===== config.mk =====
export PLATFORM = sky130hd
export DESIGN_NAME = mem_access_stage
export DESIGN_NICKNAME = d
export VERILOG_FILES = /design/src/rtl/mem_access_stage.sv
export SDC_FILE = /design/constraint.sdc
export NUM_CORES = 1
export LEC_CHECK = 0
export BUFFER_PORTS_ARGS = -buffer_cell sky130_fd_sc_hd__clkbuf_2
export CAP_MARGIN = 20
export CORE_UTILIZATION = 35
export CTS_CLUSTER_DIAMETER = 60
export DETAILED_ROUTE_END_ITERATION = 8
export PLACE_DENSITY = 0.62
export SKIP_LAST_GASP = 1
export SYNTH_ARGS = -nofsm -noshare
export SYNTH_HDL_FRONTEND = slang
export SYNTH_SLANG_ARGS = --single-unit

===== constraint.sdc =====
create_clock -name CLK -period 1.83 [get_ports CLK]
set_clock_uncertainty 0.1 [all_clocks]
set_input_delay 0.0915 -clock CLK [delete_from_list [all_inputs] [get_ports CLK]]
set_output_delay 0.0915 -clock CLK [all_outputs]
set_load 0.02 [all_outputs]

===== src/rtl/mem_access_stage.sv =====
// Memory-access stage of the multicycle datapath: launches one handshaked read or
// write per start and hands latched (mdrOut) and raw (memOut) read data to writeback.
module mem_access_stage #(
  parameter int WIDTH   = 16,
  parameter int TIMEOUT = 15
) (
  input  logic             CLK,
  input  logic             reset,
  input  logic             start,
  input  logic             we,
  input  logic [WIDTH-1:0] addr,
  input  logic [WIDTH-1:0] wdata,
  output logic             mem_req,
  output logic             mem_we,
  output logic [WIDTH-1:0] mem_addr,
  output logic [WIDTH-1:0] mem_wdata,
  input  logic [WIDTH-1:0] mem_rdata,
  input  logic             mem_ack,
  output logic [WIDTH-1:0] mdrOut,
  output logic [WIDTH-1:0] memOut,
  output logic             busy,
  output logic             done,
  output logic             err
);

  localparam int CW = (TIMEOUT > 0) ? $clog2(TIMEOUT + 1) : 1;
  localparam logic [CW-1:0] LAST = CW'((TIMEOUT > 0) ? TIMEOUT - 1 : 0);

  typedef enum logic [1:0] {IDLE, REQ, DONE, ERR} state_t;

  state_t        state;
  logic [CW-1:0] count;

  // Request fields are only loaded in IDLE, so they stay stable for the whole REQ phase.
  always_ff @(posedge CLK or negedge reset) begin
    if (!reset) begin
      state     <= IDLE;
      mem_req   <= 1'b0;
      mem_we    <= 1'b0;
      mem_addr  <= '0;
      mem_wdata <= '0;
      mdrOut    <= '0;
      busy      <= 1'b0;
      done      <= 1'b0;
      err       <= 1'b0;
      count     <= '0;
    end else begin
      done <= 1'b0;
      err  <= 1'b0;
      case (state)
        IDLE: begin
          if (start) begin
            mem_we    <= we;
            mem_addr  <= addr;
            mem_wdata <= wdata;
            mem_req   <= 1'b1;
            busy      <= 1'b1;
            count     <= '0;
            state     <= REQ;
          end
        end
        REQ: begin
          // An acknowledge in the final timeout cycle still completes the access.
          if (mem_ack) begin
            if (!mem_we) mdrOut <= mem_rdata;
            mem_req <= 1'b0;
            busy    <= 1'b0;
            done    <= 1'b1;
            state   <= DONE;
          end else begin
            count <= count + CW'(1);
            if (TIMEOUT != 0 && count == LAST) begin
              mem_req <= 1'b0;
              busy    <= 1'b0;
              err     <= 1'b1;
              state   <= ERR;
            end
          end
        end
        DONE, ERR: state <= IDLE;
        default:   state <= IDLE;
      endcase
    end
  end

  // Raw one-cycle-delayed view of the memory bus, independent of the handshake.
  always_ff @(posedge CLK or negedge reset) begin
    if (!reset) memOut <= '0;
    else        memOut <= mem_rdata;
  end

endmodule


# Yosys cells after proc, flatten, opt, wreduce, memory -nomap -nowiden
# Index checks and enable logic that the tools add are counted.
word_totals:
  regBits: 74
  inputBits: 53
  out_inout_bits: 69
  word_cells: 43
op_classes:
  addsub: 1
  eq_ne: 7
  n_mux: 16
  n_bitwise: 1
  reduce_logical: 8
op_table:
  columns: ["cell", "count"]
  rows:
  - ["$reduce_and 3->1", 3]
  - ["$mux 1", 8]
  - ["$mux 4", 2]
  - ["$pmux 4 s2", 1]
  - ["$mux 2", 3]
  - ["$pmux 2 s3", 1]
  - ["$add 4x1->4 const B", 1]
  - ["$eq 2x2->1 const B", 2]
  - ["$eq 4x4->1 const B", 1]
  - ["$ne 2x2->1 const B", 2]
  - ["$reduce_and 2->1", 2]
  - ["$ne 3x3->1 const B", 1]
  - ["$eq 2x1->1 const B", 1]
  - ["$logic_not 2->1", 1]
  - ["$pmux 1 s2", 1]
  - ["$reduce_bool 2->1", 1]
  - ["$reduce_or 2->1", 1]
  - ["$not 1->1", 1]

# Logic depth before layout (Yosys ltp)
# Gate-level depths: netlist of run 1.
logic_depth:
  ltp_word: 4
  depth_mapped: 5
  mapped_depth_nobuf: 5

# Worst setup path before layout of run 1
# Ideal clock, no wire load.
synth_timing:
  kind: "reg2reg"
  from: "reg state[1]"
  to: "reg mdrOut[10]"
  setup_time_ns: 0.125
  t_arrival_ns: 1.348
  t_required_ns: 1.605
  setup_slack_ns: 0.257
  path_stages_with_launch: 6
  path_buffers: 2
  synth_period_minus_slack_ns: 1.573
  path_cell_list: "dfrtp_1 > and3b_2 > nor2b_4 > buf_6 > buf_6 > mux2_2"
synth_via:
  elab_chain_cells: 2
synth_lines:
  columns: ["item", "line_no", "source"]
  rows:
  - ["start, declared", "31", "state_t state;"]
  - ["start signal, assigned", "37", "state <= IDLE;"]
  - ["start signal, assigned", "59", "state <= REQ;"]
  - ["start signal, assigned", "69", "state <= DONE;"]
  - ["$eq 2x1->1", "50", "case (state)"]
  - ["$reduce_and 3->1 (no line)", null, null]
  - ["end signal, assigned", "65", "if (!mem_we) mdrOut <= mem_rdata;"]
  - ["end, declared", "19", "output logic [WIDTH-1:0] mdrOut,"]
# No other way between the ends.
# A chain may end at the register's enable or synchronous reset.

# Final worst setup path of run 1
layout_timing:
  from: "reg state[1]"
  to: "reg mem_wdata[3]"
layout_via:
  elab_chain_cells: 2
layout_lines:
  columns: ["item", "line_no", "source"]
  rows:
  - ["$logic_not 2->1", "50", null]
  - ["$reduce_and 2->1 (no line)", null, null]
  - ["end signal, assigned", "55", "mem_wdata <= wdata;"]
  - ["end, declared", "16", "output logic [WIDTH-1:0] mem_wdata,"]
# No other way between the ends.

==> results of run 1 <==
-- sequential cells by signal, indices dropped and copies added, names as in the netlist --
| register | flops |
|---|---|
| mem_addr | 16 |
| mdrOut | 16 |
| memOut | 16 |
| mem_we | 1 |
| busy | 1 |
| state | 2 |
| err | 1 |
| mem_wdata | 16 |
| count | 4 |
| done | 1 |
-- cell usage in the layout, fill, tap and decap left out --
master | synthesis | layout
a21oi_1 | 1 | 1
a31oi_1 | 1 | 1
and3b_2 | 1 | 1
buf_12 | 0 | 2
buf_4 | 1 | 5
bufinv_16 | 0 | 2
clkbuf_1 | 4 | 1
clkbuf_2 | 0 | 120
clkbuf_8 | 0 | 9
clkinv_2 | 0 | 1
clkinv_4 | 0 | 1
clkinvlp_4 | 0 | 1
dfrtp_1 | 74 | 74
dlygate4sd3_1 | 0 | 51
ha_1 | 2 | 2
inv_1 | 3 | 3
inv_6 | 0 | 1
mux2_2 | 12 | 12
mux2_4 | 4 | 4
nand2_1 | 101 | 101
nand3_1 | 5 | 5
nor2_1 | 1 | 1
nor2b_4 | 1 | 1
nor3_1 | 1 | 1
nor3b_4 | 0 | 1
o211ai_1 | 1 | 1
o21ai_0 | 4 | 4
o31ai_1 | 1 | 1
or3_1 | 1 | 1
or3b_1 | 1 | 1
or3b_2 | 1 | 1
-- final timing paths --
path | startpoint | end | slack (ps) | cells past startpoint
max | state[1]$_DFFE_PN0P_ | mem_wdata[3]$_DFFE_PN0P_ | 140 | 4
min | reset | memOut[3]$_DFF_PN0_ | 140 | 2
max reg2reg | state[1]$_DFFE_PN0P_ | mem_wdata[3]$_DFFE_PN0P_ | 140 | 4
min reg2reg | mem_wdata[12]$_DFFE_PN0P_ | mem_wdata[12]$_DFFE_PN0P_ | 380 | 2
max in group asynchronous | reset | mem_addr[2]$_DFFE_PN0P_ | 920 | 3
min in group CLK | start | mem_addr[13]$_DFFE_PN0P_ | 200 | 5
-- through the flow --
step           hold slack [ps]  util [%]  setup WS, ps  total power [mW]
2_1_floorplan           -304.1         -         256.9             3.813
3_3_place_gp            -33.14     46.53         184.0             4.586
3_5_place_dp            -30.73     46.53         152.9             4.643
4_1_cts                  151.2     56.46         140.1             6.108
5_1_grt                  178.2     56.46         53.17             6.450
6_report                 139.1     56.46         141.6             6.040
-- power groups by stage --
stage,Combinational (mW),Sequential (mW),Clock [mW]
finish,2.17,2.52,1.36
CTS,2.19,2.52,1.40
floorplan,0.679,3.13,0
global placement,2.06,2.53,0
global route,2.38,2.59,1.48
detailed placement,2.11,2.53,0
-- layout make-up --
| type | count | area (um2) |
|---|---|---|
| fillers | 637 | 3192 |
| flip-flops and latches | 74 | 1852 |
| repair buffers | 178 | 1189 |
| multi-input cells | 140 | 745.7 |
| clock buffers | 10 | 127.6 |
| well taps | 99 | 123.9 |
| clock inverters | 6 | 90.09 |
| inverters | 3 | 11.26 |
-- worst register-to-register path: stages, from the launching register on --
cell and delay [ps]:
dfrtp_1 440, or3b_2 650, buf_4 250, nand2_1 70
nand2_1 60
-- cell families (layout without fill, tap and decap cells) --
| family | after synthesis | count (layout) | synth area share (%) |
|---|---|---|---|
| buf+inv | 14 | 197 | 3.088 |
| flops | 74 | 74 | 69.26 |
| compound gates | 8 | 8 | 1.732 |
| mux | 16 | 16 | 7.300 |
| simple gates | 114 | 114 | 17.69 |
| fa+ha+maj | 2 | 2 | 0.9357 |
-- routing by layer --
layer	global-route usage, %	vias to the layer above	share of wire, %
met2	28.73	80	52
met4	9.091	0	2.8
met5	0	-	0
met3	3.509	13	4.6
met1	19.25	1005	41
li1	-	1079	-
-- cell usage after synthesis --
| cell type | instances |
|---|---|
| inv_1 | 3 |
| ha_1 | 2 |
| mux2_2 | 12 |
| buf_4 | 1 |
| mux2_4 | 4 |
| o211ai_1 | 1 |
| or3b_1 | 1 |
| nor3_1 | 1 |
| a21oi_1 | 1 |
| and3b_2 | 1 |
| o21ai_0 | 4 |
| a31oi_1 | 1 |
| nor2_1 | 1 |
| clkbuf_1 | 4 |
| buf_6 | 3 |
| nand2_1 | 101 |
| or3_1 | 1 |
| buf_2 | 3 |
| nand3_1 | 5 |
| o31ai_1 | 1 |
| nor2b_4 | 1 |
| nor3b_2 | 1 |
| or3b_2 | 1 |
| dfrtp_1 | 74 |
==> results_dict.tcl, run 1 <==
set metrics [dict create \
    post_drt_wl_per_cell_um 12.26 \
    grt_remaining_overflow 0 \
    arrival_ps 1810 \
    clkSinkCount 74 \
    end_kind "register" \
    synth_top_area_cell "dfrtp_1" \
    io_buffers 121 \
    p_switching_mw 2.243 \
    relSlewSlack_pct 70.73 \
    coreArea_um2 7331 \
    cp_top_family "simple AND/OR/NAND/NOR gates" \
    synthTopCellsByArea "dfrtp_1 (69%), nand2_1 (14%), mux2_2 (5.1%)" \
    internal_power_mw 3.796 \
    ctsLongestPathBuffers 2 \
    powerDensity_nw_per_um2 1459 \
    setup_violations 0 \
    cp-start-kind "register" \
    cts_setup_buffers 0 \
    gp_congestion 0.7062 \
    cts-root-buf "clkbuf_8" \
    path_class "register to register" \
    worst-path-buf-inv 1 \
    path_max_fanout 15 \
    detail-route-antenna-nets 0 \
    stdcell_count 510 \
    num_rows 31 \
    synthDistinctLibCells 24 \
    cp_slowest_cell "or3b_2" \
    antennaDiodeCount 0 \
    power_frac_seq_pct 41.7 \
    vias 2177 \
    min_path_type "input pin to async pin" \
    wl_um 6255 \
    place_hpwl_um 4126 \
    crit_path_cell_trace "or3b_2, buf_4, nand2_1, nand2_1" \
    via_per_inst 4.269 \
    clk_pin_slew_ps 80 \
    max_stage_delay_ps 650 \
    synthesis.area_um2 2674 \
    p_clk_share_pct 22.5 \
    grt_max_degree 42 \
    swShare_pct 37.14 \
    die_h_um 89.41 \
    slew_violations 0 \
    grt_use_total_pct 16.60 \
    cts_hold_buf 51 \
    grt_pass1_vias 2130 \
    yosysWarnings 0 \
    drive_above_1_share_pct 39.42 \
    synth_top_area_share_pct 69.26 \
    worst_pin_slew_ps 439.0 \
    cts_made_buffers 9 \
    seq_area_frac_synth_pct 69.26 \
    cts_tree "built" \
    hold_violations 0 \
    clock_latency_ps 330 \
    cellLeakagePower_nw 2.194 \
    area.growth.synth_to_final_pct 54.80 \
    vdd.ir_drop.worst_mv 0.6710 \
    crit_required_ps 1950 \
    setup_tns_ps 0 \
    syn_inst 228 \
    finalNetCount 461 \
    drv_cap 0 \
    ctsResizeCount 0 \
    drc 0 \
    dieArea_um2 7993 \
    placed_area_um2 3411 \
    rsz0062_at_grt "false" \
    antenna_found_initial 0 \
    min_period_over_period_pct 92.26 \
    postLayoutCellArea_um2 4139 \
    htreeDepth 3 \
    fp.dieW_um 89.41 \
    fmax_ghz 0.5923 \
    ioPinCount 122 \
    avgSynthCellArea_um2 11.73 \
    drtPass1Iterations 4 \
    post-place-cells 443 \
    syn-num-nets 283 \
    dr.first_iter.drc_count 72 \
    synth-seq-cells 74 \
    cpMostUsedCell "nand2_1" \
    status "finished, final reports clean" \
    p_comb_share_pct 35.9 \
    start_util_pct 36.47 \
    layout_min_cycle_time_ps 1688 \
    grt_pass1_wl_um 9756 \
]
(Power assumes the default switching activity.)
==> run 2: changes to the inputs <==
--- a/config.mk
+++ b/config.mk
@@ -10,7 +10,6 @@
 export CORE_UTILIZATION = 35
 export CTS_CLUSTER_DIAMETER = 60
 export DETAILED_ROUTE_END_ITERATION = 8
-export PLACE_DENSITY = 0.62
 export SKIP_LAST_GASP = 1
 export SYNTH_ARGS = -nofsm -noshare
 export SYNTH_HDL_FRONTEND = slang
==> results_dict.tcl, run 2 (same netlist as run 1, synthesis figures left out) <==
set metrics [dict create \
    status "finished, final reports clean" \
    relSlewSlack_pct 62.79 \
    post_drt_wl_per_cell_um 11.95 \
    place_hpwl_um 3887 \
    hold_violations 0 \
    cellLeakagePower_nw 2.206 \
    clkSinkCount 74 \
    placed_area_um2 3411 \
    cp_top_family "simple AND/OR/NAND/NOR gates" \
    coreArea_um2 7331 \
    drtPass1Iterations 4 \
    rsz0062_at_grt "false" \
    via_per_inst 4.339 \
    wl_um 6094 \
    crit_required_ps 1990 \
    cts_hold_buf 51 \
    arrival_ps 1800 \
    finalNetCount 461 \
    layout_commonest_cell "clkbuf_2" \
    worst_pin_slew_ps 558.2 \
    fmax_ghz 0.6115 \
    end_kind "register" \
    nFillCells 624 \
    power.total_mw 6.095 \
    grt_pass1_wl_um 9466 \
    grt_use_total_pct 16.06 \
    path_max_fanout 10 \
    ctsLongestPathBuffers 2 \
    cts_setup_buffers 0 \
    reg2reg_from "state[1]$_DFFE_PN0P_" \
    htreeDepth 3 \
    crit_end "count[2]$_DFFE_PN0P_" \
    worst-path-buf-inv 0 \
    drc 0 \
    max_stage_delay_ps 530 \
    drv_cap 0 \
    pre_cts_ws_ps 207.1 \
    reg2reg_slack_ps 190 \
    path_depth 3 \
    dieArea_um2 7993 \
    hold_ws_ps 179.1 \
    cts_tree "built" \
    clk_pin_slew_ps 80 \
    area.growth.synth_to_final_pct 55.45 \
    start_util_pct 36.47 \
    setup_tns_ps 0 \
    detail-route-antenna-nets 0 \
    layout_min_cycle_time_ps 1635 \
    multi_input_area_um2 745.7 \
    ctsResizeCount 0 \
    vdd.ir_drop.worst_mv 0.6129 \
    num_rows 31 \
    ioPinCount 122 \
    die_h_um 89.41 \
    min_period_over_period_pct 89.37 \
    rr_worst_depth 3 \
    grt_remaining_overflow 0 \
    dr.first_iter.drc_count 67 \
    vias 2213 \
    io_buffers 121 \
    r2r_end "count[2]$_DFFE_PN0P_" \
    cts-root-buf "clkbuf_8" \
    clock_latency_ps 330 \
    crit_path_cell_trace "or3b_1, or3_1, a21oi_1" \
    grt_pass1_vias 2060 \
    drive_above_1_share_pct 39.66 \
    cts_made_buffers 9 \
    final_cell_mix "clkbuf_2 (120), nand2_1 (101), dfrtp_1 (74)" \
    postLayoutCellArea_um2 4156 \
    min_path_type "input pin to async pin" \
    regArea_um2 1852 \
    setup_ws_ps 194.6 \
    path_class "register to register" \
    cp_slowest_cell "or3b_1" \
    grt_max_degree 44 \
    powerDensity_nw_per_um2 1466 \
    gp_congestion 0.6938 \
    fp.dieW_um 89.41 \
    cp-start-kind "register" \
    setup_violations 0 \
    antenna_found_initial 0 \
    critPathLaunch "state[1]$_DFFE_PN0P_" \
    antennaDiodeCount 0 \
    slew_violations 0 \
]
run 2: changes by cell type in the layout (fill, tap and decap cells not counted), sizes merged:
cell / previous run / this run
inv: 4 / 5
clkinvlp: 1 / 0
run 2: routing by layer:
layer | track usage (%) | wire [um] | up-vias
li1 | - | - | 1078
met1 | 19.17 | 2540 | 1060
met2 | 27.97 | 3185 | 67
met3 | 2.955 | 262 | 8
met4 | 7.792 | 106 | 0
met5 | 0 | 0 | -
run 2: final cells by class:
cell class | count | area share [%]
clock buffer | 10 | 3.311
multi-input combinational | 140 | 17.94
sequential | 74 | 44.55
inverter | 3 | 0.2709
clock inverter | 6 | 2.348
timing repair buffer | 178 | 28.60
tap | 99 | 2.980
run 2: power by group:
group	internal (mW)	leakage [nW]	total [mW]	switching, mW
clock	0.824	0.119	1.44	0.617
combinational	0.846	1.19	2.16	1.31
sequential	2.18	0.901	2.50	0.323
total	3.85	2.21	6.10	2.25
run 2: how the worst min path moves through the flow:
stage	endpoint	slack, ps	cells past startpoint	start
after floorplan	busy$_DFFE_PN0P_	-300	0	reset
after global placement	mdrOut[0]$_DFFE_PN0P_	20	1	reset
after detailed placement	memOut[0]$_DFF_PN0_	20	1	reset
after CTS	memOut[0]$_DFF_PN0_	190	2	reset
after global routing	mem_wdata[2]$_DFFE_PN0P_	200	5	start
final	memOut[0]$_DFF_PN0_	180	2	reset
run 2: metrics by stage:
step                util (%)  instances
global route           56.70        510
finish                 56.70        510
global placement       46.53        443
CTS                    56.70        510
floorplan                  -        228
detailed placement     46.53        443
